### src/rtl/adder16_arbiter_if.sv
// adder16_arbiter_if: request/response bundle between two clients and the shared adder arbiter
interface adder16_arbiter_if;
   logic        req0_valid, req0_ready, req1_valid, req1_ready;
   logic [15:0] req0_a, req0_b, req1_a, req1_b;
   logic        rsp_valid, rsp_ready, rsp_id, rsp_cout, busy;
   logic [15:0] rsp_sum;
   modport slave (
      input  req0_valid, req0_a, req0_b, req1_valid, req1_a, req1_b, rsp_ready,
      output req0_ready, req1_ready, rsp_valid, rsp_id, rsp_sum, rsp_cout, busy
   );
   modport master (
      output req0_valid, req0_a, req0_b, req1_valid, req1_a, req1_b, rsp_ready,
      input  req0_ready, req1_ready, rsp_valid, rsp_id, rsp_sum, rsp_cout, busy
   );
endinterface

### src/rtl/adder16_arbiter.sv
// adder16_arbiter: shares one 16-bit ripple adder between two requesters with a tagged response
module adder16_arbiter #(
   parameter bit PRIO_FIXED = 1'b0
) (
   input logic               clk,
   input logic               rst_n,
   adder16_arbiter_if.slave  bus
);
   typedef enum logic [1:0] {IDLE, ADD, RESP} state_t;
   state_t      r_state, w_next;
   logic [15:0] r_a, r_b, r_rsp_sum, w_sum;
   logic [16:0] w_c;
   logic        r_id, r_last, r_rsp_valid, r_rsp_id, r_rsp_cout, w_grant, w_hs;
   assign w_c[0] = 1'b0;
   for (genvar i = 0; i < 16; i++) begin : g_fa
      assign w_sum[i]   = r_a[i] ^ r_b[i] ^ w_c[i];
      assign w_c[i + 1] = (r_a[i] & r_b[i]) | (w_c[i] & (r_a[i] ^ r_b[i]));
   end
   // winner: the lone requester, or on a tie requester 0 (fixed) / the one not served last (round-robin)
   always_comb begin
      w_grant = (bus.req0_valid && bus.req1_valid) ? (PRIO_FIXED ? 1'b0 : ~r_last) : !bus.req0_valid;
   end
   assign bus.req0_ready = (r_state == IDLE) && bus.req0_valid && !w_grant;
   assign bus.req1_ready = (r_state == IDLE) && bus.req1_valid && w_grant;
   assign w_hs           = bus.req0_ready || bus.req1_ready;
   // next state: accept in IDLE, one settle cycle in ADD, hold RESP until the consumer takes it
   always_comb begin
      w_next = r_state;
      case (r_state)
         IDLE:    w_next = w_hs ? ADD : IDLE;
         ADD:     w_next = RESP;
         default: w_next = bus.rsp_ready ? IDLE : RESP;
      endcase
   end
   // state register
   always_ff @(posedge clk or negedge rst_n) begin
      if (!rst_n) r_state <= IDLE;
      else        r_state <= w_next;
   end
   // operand capture at the handshake, result capture after the settle cycle, grant history on release
   always_ff @(posedge clk or negedge rst_n) begin
      if (!rst_n) begin
         r_a         <= '0;
         r_b         <= '0;
         r_id        <= 1'b0;
         r_last      <= 1'b1;
         r_rsp_valid <= 1'b0;
         r_rsp_id    <= 1'b0;
         r_rsp_sum   <= '0;
         r_rsp_cout  <= 1'b0;
      end else begin
         if (w_hs) begin
            r_a  <= w_grant ? bus.req1_a : bus.req0_a;
            r_b  <= w_grant ? bus.req1_b : bus.req0_b;
            r_id <= w_grant;
         end
         if (r_state == ADD) begin
            r_rsp_sum   <= w_sum;
            r_rsp_cout  <= w_c[16];
            r_rsp_id    <= r_id;
            r_rsp_valid <= 1'b1;
         end
         if (r_state == RESP && bus.rsp_ready) begin
            r_rsp_valid <= 1'b0;
            r_last      <= r_rsp_id;
         end
      end
   end
   assign bus.rsp_valid = r_rsp_valid;
   assign bus.rsp_id    = r_rsp_id;
   assign bus.rsp_sum   = r_rsp_sum;
   assign bus.rsp_cout  = r_rsp_cout;
   assign bus.busy      = r_state != IDLE;
endmodule

### src/flat_wrapper.sv
// flat-port wrapper written by rule: the top's interface ports become plain ports
module adder16_arbiter_flat 
#(
   parameter bit PRIO_FIXED = 1'b0
)
  (clk, rst_n, bus_req0_valid, bus_req0_a, bus_req0_b, bus_req1_valid, bus_req1_a, bus_req1_b, bus_rsp_ready, bus_req0_ready, bus_req1_ready, bus_rsp_valid, bus_rsp_id, bus_rsp_sum, bus_rsp_cout, bus_busy);
  adder16_arbiter_if bus_i ();
  input logic clk;
  input logic rst_n;
  input wire logic [$bits(bus_i.req0_valid)-1:0] bus_req0_valid;
  input wire logic [$bits(bus_i.req0_a)-1:0] bus_req0_a;
  input wire logic [$bits(bus_i.req0_b)-1:0] bus_req0_b;
  input wire logic [$bits(bus_i.req1_valid)-1:0] bus_req1_valid;
  input wire logic [$bits(bus_i.req1_a)-1:0] bus_req1_a;
  input wire logic [$bits(bus_i.req1_b)-1:0] bus_req1_b;
  input wire logic [$bits(bus_i.rsp_ready)-1:0] bus_rsp_ready;
  output wire logic [$bits(bus_i.req0_ready)-1:0] bus_req0_ready;
  output wire logic [$bits(bus_i.req1_ready)-1:0] bus_req1_ready;
  output wire logic [$bits(bus_i.rsp_valid)-1:0] bus_rsp_valid;
  output wire logic [$bits(bus_i.rsp_id)-1:0] bus_rsp_id;
  output wire logic [$bits(bus_i.rsp_sum)-1:0] bus_rsp_sum;
  output wire logic [$bits(bus_i.rsp_cout)-1:0] bus_rsp_cout;
  output wire logic [$bits(bus_i.busy)-1:0] bus_busy;
  assign bus_i.req0_valid = bus_req0_valid;
  assign bus_i.req0_a = bus_req0_a;
  assign bus_i.req0_b = bus_req0_b;
  assign bus_i.req1_valid = bus_req1_valid;
  assign bus_i.req1_a = bus_req1_a;
  assign bus_i.req1_b = bus_req1_b;
  assign bus_i.rsp_ready = bus_rsp_ready;
  assign bus_req0_ready = bus_i.req0_ready;
  assign bus_req1_ready = bus_i.req1_ready;
  assign bus_rsp_valid = bus_i.rsp_valid;
  assign bus_rsp_id = bus_i.rsp_id;
  assign bus_rsp_sum = bus_i.rsp_sum;
  assign bus_rsp_cout = bus_i.rsp_cout;
  assign bus_busy = bus_i.busy;
  adder16_arbiter #(.PRIO_FIXED(PRIO_FIXED)) u_core (.clk(clk), .rst_n(rst_n), .bus(bus_i));
endmodule
### config.mk
export PLATFORM = sky130hd
export DESIGN_NAME = adder16_arbiter_flat
export DESIGN_NICKNAME = d
export VERILOG_FILES = /design/src/rtl/adder16_arbiter_if.sv /design/src/rtl/adder16_arbiter.sv /design/src/flat_wrapper.sv
export SDC_FILE = /design/constraint.sdc
export NUM_CORES = 1
export LEC_CHECK = 0
export ABC_AREA = 1
export BUFFER_PORTS_ARGS = -buffer_cell sky130_fd_sc_hd__buf_2
export CAP_MARGIN = 20
export CORE_AREA = 2 2 92 67
export DETAILED_ROUTE_END_ITERATION = 10
export DIE_AREA = 0 0 94 69
export MAX_ROUTING_LAYER = met4
export PLACE_DENSITY = 0.89
export SLEW_MARGIN = 20
export SYNTH_ARGS = -nofsm -noshare
export SYNTH_HDL_FRONTEND = slang
export SYNTH_SLANG_ARGS = --single-unit
export TNS_END_PERCENT = 100
### constraint.sdc
create_clock -name clk -period 13.6 [get_ports clk]
set_clock_uncertainty 0.05 [all_clocks]
set_input_delay 2.72 -clock clk [delete_from_list [all_inputs] [get_ports clk]]
set_output_delay 2.72 -clock clk [all_outputs]
set_load 0.02 [all_outputs]
Yosys cells after proc, flatten, opt, wreduce, memory -nomap -nowiden

Index checks and enable logic that the tools add are counted.

Bits in registers: 55
Word-level logic and storage cells: 109

Equality and inequality tests: 2
Multiplexer cells: 8
Bitwise operators: 78
Reduce and logical (&&, ||, !) cells: 12

Operator list:

| operator                                                        | number |
|---|---|
| 16-bit 2-to-1 mux                                               | 2 |
| 1-bit AND                                                       | 31 |
| 1-bit bitwise XOR                                               | 31 |
| 1-bit bitwise OR                                                | 15 |
| 1-bit logical AND                                               | 6 |
| 1-bit 2-to-1 mux                                                | 4 |
| 2-bit case mux with 2 select lines                              | 1 |
| 2-bit nonzero test                                              | 2 |
| 2-bit by 1-bit == test with 1-bit output, second input constant | 1 |
| 2-bit == test, second input constant                            | 1 |
| 1-bit logical NOT                                               | 2 |
| 2-bit logical NOT                                               | 1 |
| 2-bit 2-to-1 mux                                                | 1 |
| 1-bit logical OR                                                | 1 |
| 1-bit inverter                                                  | 1 |

Depth between registers and ports, before layout

Gate-level depths: netlist of the first run.

Depth after elaboration: 31
Mapped depth: 20
Mapped depth without buffers: 20

Least setup slack after synthesis of the first run

No wires, ideal clock.

Path type: register -> register
Start point: register u_core.r_b[0]
End point: register u_core.r_rsp_sum[15] (netlist: u_core.bus.rsp_sum[15])
Library setup time: 83 ps
Arrival: 7,253 ps
Data required time: 13,467 ps
Setup slack: 6,215 ps
Stages on the path, launching flop included: 21
Buffers on the path: 0
Cell sequence: dfrtp_1 -> ha_1 -> inv_1 -> fa_1 -> inv_1 -> fa_1 -> fa_1 -> fa_1 -> fa_1 -> fa_1 -> fa_1 -> fa_1 -> fa_1 -> fa_1 -> fa_1 -> fa_1 -> fa_1 -> fa_1 -> inv_1 -> fa_1 -> o21ai_0

Word-level cells in the longest chain between the ends: 30

RTL lines:

| item                   | line                  | text |
|---|---|---|
| from (decl)            | adder16_arbiter.sv:11 | `logic [15:0] r_a, r_b, r_rsp_sum, w_sum;` |
| from (signal assigned) | adder16_arbiter.sv:54 | `r_b <= w_grant ? bus.req1_b : bus.req0_b;` |
| 1-bit AND (2 in a row) | adder16_arbiter.sv:17 | `assign w_c[i + 1] = (r_a[i] & r_b[i]) \| (w_c[i] & (r_a[i] ^ r_b[i]));` |
| 1-bit bitwise OR       | adder16_arbiter.sv:17 |  |
| 1-bit AND              | adder16_arbiter.sv:17 |  |
| 1-bit bitwise OR       | adder16_arbiter.sv:17 |  |
| 1-bit AND              | adder16_arbiter.sv:17 |  |
| 1-bit bitwise OR       | adder16_arbiter.sv:17 |  |
| 1-bit AND              | adder16_arbiter.sv:17 |  |
| 1-bit bitwise OR       | adder16_arbiter.sv:17 |  |
| [13 not listed]        | -                     |  |
| 1-bit bitwise OR       | adder16_arbiter.sv:17 |  |
| 1-bit AND              | adder16_arbiter.sv:17 |  |
| 1-bit bitwise OR       | adder16_arbiter.sv:17 |  |
| 1-bit AND              | adder16_arbiter.sv:17 |  |
| 1-bit bitwise OR       | adder16_arbiter.sv:17 |  |
| 1-bit AND              | adder16_arbiter.sv:17 |  |
| 1-bit bitwise OR       | adder16_arbiter.sv:17 |  |
| 1-bit bitwise XOR      | adder16_arbiter.sv:16 | `assign w_sum[i] = r_a[i] ^ r_b[i] ^ w_c[i];` |
| to (signal assigned)   | adder16_arbiter.sv:58 | `r_rsp_sum <= w_sum;` |
| to (decl)              | adder16_arbiter.sv:11 |  |

No other way between the ends.
A chain may end at the register's enable or synchronous reset.

Final worst setup path of the first run

Same ends and word-level chain as after synthesis.

==> results of run 1 <==
-- placed cells by master, fill, tap and decap left out, drive strengths merged --
master      n
buf        91
clkinv      1
a21oi       2
nand2     170
clkbuf      5
clkinvlp    2
ha          1
o21ai       5
inv        13
dfrtp      54
nor2        3
fa         15
nand3      79
dfstp       1
-- layer usage --
metal | share of wire (%) | vias up
met3 | 6.7 | 11
met4 | 1.3 | 0
met2 | 43 | 85
met1 | 49 | 1229
li1 | - | 1307
met5 | 0 | -
-- where the power goes --
part / internal [uW] / switching [uW]
clock: 35.9 / 53.9
combinational: 147 / 250
sequential: 244 / 61.4
total: 427 / 365
-- sequential cells by signal (all words and copies together) (netlist names) --
name and cells:
u_core.bus.rsp_cout 1, u_core.bus.rsp_id 1, u_core.bus.rsp_sum 16, u_core.bus.rsp_valid 1
u_core.r_a 16, u_core.r_b 16, u_core.r_id 1, u_core.r_last 1
u_core.r_state 2
-- how the worst min path moves through the flow --
stage	from	endpoint	slack [ns]	cells past startpoint
global route	u_core.bus.rsp_sum[11]	u_core.bus.rsp_sum[11]	0.44	2
finish	u_core.bus.rsp_sum[11]	u_core.bus.rsp_sum[11]	0.42	2
global placement	u_core.bus.rsp_sum[4]	u_core.bus.rsp_sum[4]	0.40	2
CTS	u_core.bus.rsp_sum[11]	u_core.bus.rsp_sum[11]	0.43	2
floorplan	u_core.r_last	u_core.r_last	0.42	2
detailed placement	u_core.bus.rsp_sum[11]	u_core.bus.rsp_sum[11]	0.40	2
-- tightest hold or removal path, delay by kind of cell, from the launching register on --
| family | cells | cell delay, ns |
|---|---|---|
| flip-flops | 1 | 0.35 |
| AND/OR/NAND/NOR | 2 | 0.09 |
-- cell type report --
cell class,count,share of cell area [%]
clock inverters,3,0.5733
inverters,13,1.397
multi-input cells,275,40.81
repair buffers,91,13.11
well taps,75,2.687
flip-flops and latches,55,39.45
clock buffers,5,1.971
-- cells by family (layout without fill, tap and decap cells) --
group,count (synthesis),in the layout
AO/OA/AOI/OAI,7,7
adder cells (fa/ha/maj),16,16
buffers and inverters,37,112
flip-flops,55,55
AND/OR/NAND/NOR,252,252
-- through the flow --
step	power, uW	instance area, sq um
after floorplan	584.2	2982
final	792.5	3492
after detailed placement	706.9	3403
after global placement	681.0	3403
after CTS	797.0	3492
after global routing	869.9	3492
==> impl_metrics.py, run 1 <==
metrics = {
    "status": {
        "status": "completed",
    },
    "layout": {
        "fill_cells": 509,
        "syn_to_final_growth_pct": 17.12,
        "regArea_sq_um": 1378,
        "n_antenna_cell": 0,
        "multi_input_comb_area_sq_um": 1425,
        "final_cells": 517,
        "fin_util_pct": 62.23,
        "layout.nets": 526,
        "layout-drive-gt1-share_pct": 23.98,
    },
    "synth": {
        "ys_types": 18,
        "ys_seq_elements": 55,
        "netlist_instances": 367,
        "yosys.area_share.simple_pct": 36.13,
        "synthAdderAreaFrac_pct": 10.49,
        "ys_seq_area_share_pct": 46.20,
        "synth_xor_area_share_pct": 0,
        "syn_area_per_cell_sq_um": 8.124,
        "synthArstFlopShare_pct": 100.0,
        "yosysTopAreaCellShare_pct": 45.32,
        "synth.area.mux_share_pct": 0,
        "yosysWarnings": 0,
        "post-synth-top-count-cell": "nand2_1",
        "synth-compound-area-share_pct": 1.175,
        "synth_edf_count": 0,
        "yosys.area.top_type": "dfrtp_1",
        "synth_commonest_cells": "nand2_1 (167), nand3_1 (78), dfrtp_1 (54)",
        "syn_area_sq_um": 2982,
        "synth_top_family_by_area": "simple AND/OR/NAND/NOR gates",
        "synthTopCellsByArea": "dfrtp_1 (45%), nand2_1 (21%), nand3_1 (13%), fa_1 (10%), buf_2 (2.3%)",
        "syn_nets": 452,
        "ys.flop_type": "dfrtp_1",
    },
    "global_route": {
        "use_met3_pct": 5.464,
        "grt_max_degree": 56,
        "grt_pass1_vias": 2456,
        "overflow": 0,
        "grt_util_met2_pct": 32.22,
        "grt_pass1_wl_um": 11530,
        "grt_util_met1_pct": 34.67,
        "grt.busiest_layer": "met1",
        "antenna_found_initial": 0,
        "grt.total_usage_pct": 23.26,
    },
    "timing": {
        "holdWs_ns": 0.4220,
        "setup_viol_count_final": 0,
        "slew_violations": 0,
        "period_needed_ns": 7.769,
        "slew_headroom_pct": 35.67,
        "worst_slack_ns": 5.831,
        "fin_tns_setup_ns": 0,
        "fin_crit_sh_pct": 57.12,
        "finalHoldViolations": 0,
        "rsz0062_at_grt": "false",
        "fmax_mhz": 128.7,
        "tightest_slew_ns": 0.9626,
    },
    "detailed_routing": {
        "vias_per_cell": 5.091,
        "drc": 0,
        "drt-initial-drc-count": 164,
        "wl_um": 6847,
        "vias": 2632,
        "first_pass_iters": 4,
        "ant_nets": 0,
        "wl_per_cell_um": 13.24,
    },
    "setup_path": {
        "cp_common_cell": "fa_1",
        "cp_top_family": "adder cells",
        "cp_num_buf_inv": 3,
        "crit_path_end": "u_core.bus.rsp_sum[15]",
        "crit_type": "reg2reg",
        "regToRegEndpoint": "u_core.bus.rsp_sum[15]",
        "critPathMaxFanout": 2,
        "end_kind": "flip-flop",
        "r2r_cells": 20,
        "critPathLaunch": "u_core.r_b[0]",
        "r2r-start": "u_core.r_b[0]",
        "cp.depth": 20,
        "crit_slowest_cell": "fa_1",
        "cp_data_arrival_time_ns": 7.94,
        "cp_cell_sequence": "ha_1 -> inv_1 -> fa_1 -> inv_1 -> fa_1 -> fa_1 -> fa_1 -> fa_1 -> fa_1 -> fa_1 -> fa_1 -> fa_1 -> fa_1 -> fa_1 -> fa_1 -> fa_1 -> fa_1 -> inv_1 -> fa_1 -> o21ai_0",
        "cp.required_ns": 13.78,
        "slowest_delay_ns": 0.49,
        "rrSetupSlack_ns": 5.83,
        "critPathLaunchType": "flip-flop",
    },
    "placed_design": {
        "place_hpwl_um": 5088,
        "gp_congestion": 0.8612,
        "io_buffers": 90,
        "preCtsSetupSlack_ns": 5.792,
        "post-place-cells": 509,
    },
    "floorplan": {
        "initial_core_util_pct": 53.13,
        "die_area_sq_um": 6486,
        "io_pins": 91,
        "rows": 23,
        "die_y_um": 69,
        "core_sq_um": 5612,
        "fp.dieW_um": 94,
    },
    "power": {
        "power.density_nw_per_um2": 226.9,
        "power.leakage_uw": 0.002015,
        "irDropWorstVdd_uv": 77.09,
    },
    "clock_network": {
        "cts_buffer_depth": 2,
        "cts_hold_buf": 0,
        "cts.sinks": 55,
        "clk_latency_ns": 0.32,
        "cts-root-buf": "clkbuf_8",
        "h-tree-depth": 2,
        "postCtsSetupRepairBufs": 0,
        "cts_made_buffers": 5,
        "path_clk_slew_ns": 0.09,
        "cts_tree": "yes",
        "ctsResizeCount": 0,
    },
    "hold_path": {
        "hp-class": "reg2reg",
    },
    "run": {
        "maxCapViolCount": 0,
    },
}
No activity file was read; power rests on OpenSTA's default activity.
==> run 2, diff against run 1 <==
--- a/config.mk
+++ b/config.mk
@@ -8,11 +8,11 @@
 export ABC_AREA = 1
 export BUFFER_PORTS_ARGS = -buffer_cell sky130_fd_sc_hd__buf_2
 export CAP_MARGIN = 20
-export CORE_AREA = 2 2 92 67
+export CORE_AREA = 2 2 100 73
 export DETAILED_ROUTE_END_ITERATION = 10
-export DIE_AREA = 0 0 94 69
+export DIE_AREA = 0 0 102 75
 export MAX_ROUTING_LAYER = met4
-export PLACE_DENSITY = 0.89
+export PLACE_DENSITY = 0.8
 export SLEW_MARGIN = 20
 export SYNTH_ARGS = -nofsm -noshare
 export SYNTH_HDL_FRONTEND = slang
==> constraint.sdc (replaced) <==
create_clock -name clk -period 7 [get_ports clk]
set_clock_uncertainty 0.05 [all_clocks]
set_input_delay 1.4 -clock clk [delete_from_list [all_inputs] [get_ports clk]]
set_output_delay 1.4 -clock clk [all_outputs]
set_load 0.02 [all_outputs]
==> run 2 against run 1 <==
Effect of this change:
- utilization fell by 7.9 points
- register-to-register slack lost 5.6 ns
- cell count grew 3.9%
- critical path depth stayed put
- sequential power grew 95%
- count of clock-buffer cells in the layout stayed put
- flip-flop and latch count did not move
- die area increased by 18%
==> impl_metrics.py, run 2 (synthesis gave the netlist of run 1 again) <==
metrics = {
    "clock_network": {
        "cts_buffer_depth": 2,
        "cts_made_buffers": 5,
        "cts_tree": "yes",
        "path_clk_slew_ns": 0.10,
        "h-tree-depth": 2,
        "cts_hold_buf": 0,
        "cts-root-buf": "clkbuf_8",
        "clk_latency_ns": 0.32,
        "cts.sinks": 55,
    },
    "timing": {
        "fin_crit_sh_pct": 96.39,
        "tightest_slew_ns": 0.9688,
        "finalHoldViolations": 0,
        "holdWs_ns": 0.4287,
        "rsz0062_at_grt": "false",
        "period_needed_ns": 6.747,
        "setup_viol_count_final": 0,
        "slew_headroom_pct": 35.26,
        "fin_tns_setup_ns": 0,
        "fmax_mhz": 148.2,
        "slew_violations": 0,
        "worst_slack_ns": 0.2526,
    },
    "detailed_routing": {
        "drc": 0,
        "first_pass_iters": 4,
        "vias": 2603,
        "ant_nets": 0,
        "vias_per_cell": 4.847,
        "drt-initial-drc-count": 177,
        "wl_per_cell_um": 13.20,
        "wl_um": 7089,
    },
    "global_route": {
        "overflow": 0,
        "grt_pass1_vias": 2322,
        "grt.total_usage_pct": 19.86,
        "antenna_found_initial": 0,
        "grt_pass1_wl_um": 11140,
        "grt_max_degree": 56,
    },
    "placed_design": {
        "place_hpwl_um": 5182,
        "io_buffers": 90,
        "preCtsSetupSlack_ns": -0.2917,
        "gp_congestion": 0.8600,
    },
    "power": {
        "power.density_nw_per_um2": 459.3,
        "irDropWorstVdd_uv": 140.3,
        "power_uw": 1655,
        "power.leakage_uw": 0.002026,
    },
    "setup_path": {
        "r2r_cells": 20,
        "r2r-start": "u_core.r_b[0]",
        "slowest_delay_ns": 0.41,
        "cp.required_ns": 7.18,
        "critPathMaxFanout": 2,
        "critPathLaunch": "u_core.r_b[0]",
        "critPathLaunchType": "flip-flop",
        "cp_cell_sequence": "ha_1 -> inv_1 -> fa_1 -> inv_1 -> fa_2 -> fa_2 -> fa_2 -> fa_2 -> fa_2 -> fa_2 -> fa_2 -> fa_2 -> fa_2 -> fa_2 -> fa_2 -> fa_2 -> fa_2 -> inv_2 -> fa_1 -> o21ai_0",
        "crit_slowest_cell": "fa_2",
        "cp_common_cell": "fa_2",
        "crit_type": "reg2reg",
        "cp_data_arrival_time_ns": 6.93,
        "end_kind": "flip-flop",
    },
    "floorplan": {
        "io_pins": 91,
        "die_area_sq_um": 7650,
        "core_sq_um": 6631,
        "initial_core_util_pct": 44.96,
        "die_y_um": 75,
        "rows": 25,
        "fp.dieW_um": 102,
    },
    "hold_path": {
        "hp-start": "u_core.bus.rsp_sum[9]",
        "hp-class": "reg2reg",
        "hold_path_depth": 2,
    },
    "layout": {
        "multi_input_comb_area_sq_um": 1458,
        "syn_to_final_growth_pct": 20.86,
        "layout.nets": 527,
        "mostFrequentLayoutCell": "nand2_1",
        "layout-drive-gt1-share_pct": 27.31,
        "final_cell_mix": "nand2_1 (167), buf_2 (90), nand3_1 (78)",
        "regArea_sq_um": 1378,
        "fill_cells": 653,
        "n_antenna_cell": 0,
    },
    "status": {
        "status": "completed",
    },
    "run": {
        "maxCapViolCount": 0,
    },
}
==> run 2: worst max-delay path, delay by kind of cell (launching register included) <==
kind | cells | cell delay [ns]
AOI/OAI and AO/OA | 1 | 0.15
buffers and inverters | 3 | 0.20
DFF | 1 | 0.40
adders and majority gates | 16 | 5.86
==> run 2: final timing paths <==
check	slack (ns)	end
worst max-delay path	0.25	u_core.bus.rsp_sum[15]
worst min-delay path	0.43	u_core.bus.rsp_sum[9]
worst max register to register	0.25	u_core.bus.rsp_sum[15]
worst min register to register	0.43	u_core.bus.rsp_sum[9]
max in group asynchronous	5.32	u_core.r_b[12]
min in group asynchronous	1.15	u_core.bus.rsp_sum[4]
==> run 2: cell type report <==
| type | instances | share of cell area [%] |
|---|---|---|
| multi-input cells | 275 | 40.45 |
| flip-flops and latches | 55 | 38.23 |
| repair buffers | 92 | 12.92 |
| well taps | 94 | 3.264 |
| clock buffers | 5 | 1.910 |
| clock inverters | 3 | 1.875 |
| inverters | 13 | 1.354 |
==> run 2: where the power goes <==
| group | internal, uW | switching, uW | total, uW |
|---|---|---|---|
| registers | 474 | 122 | 596 |
| logic | 312 | 496 | 808 |
| clock network | 143 | 109 | 251 |
| total | 929 | 726 | 1650 |
==> run 2: per-layer routing <==
layer	track usage (%)	up-vias	share of wire, %
li1	-	1310	-
met1	29.44	1194	49
met2	28.44	91	42
met3	3.621	8	7.6
met4	4.889	0	0.97
met5	-	-	0
==> run 2: timing repair <==
action                     in CTS  in global routing
setup endpoints to repair       2                  1
setup buffers                   0                  1
pin swaps                       1                  5
resized for setup               4                  2
==> run 2: through the flow <==
stage / cell area, sq um / instances / util [%]
2_1_floorplan: 3002 / 367 / -
3_3_place_gp: 3447 / 528 / 51.98
3_5_place_dp: 3447 / 528 / 51.98
4_1_cts: 3593 / 536 / 54.19
5_1_grt: 3603 / 537 / 54.34
6_report: 3603 / 537 / 54.34
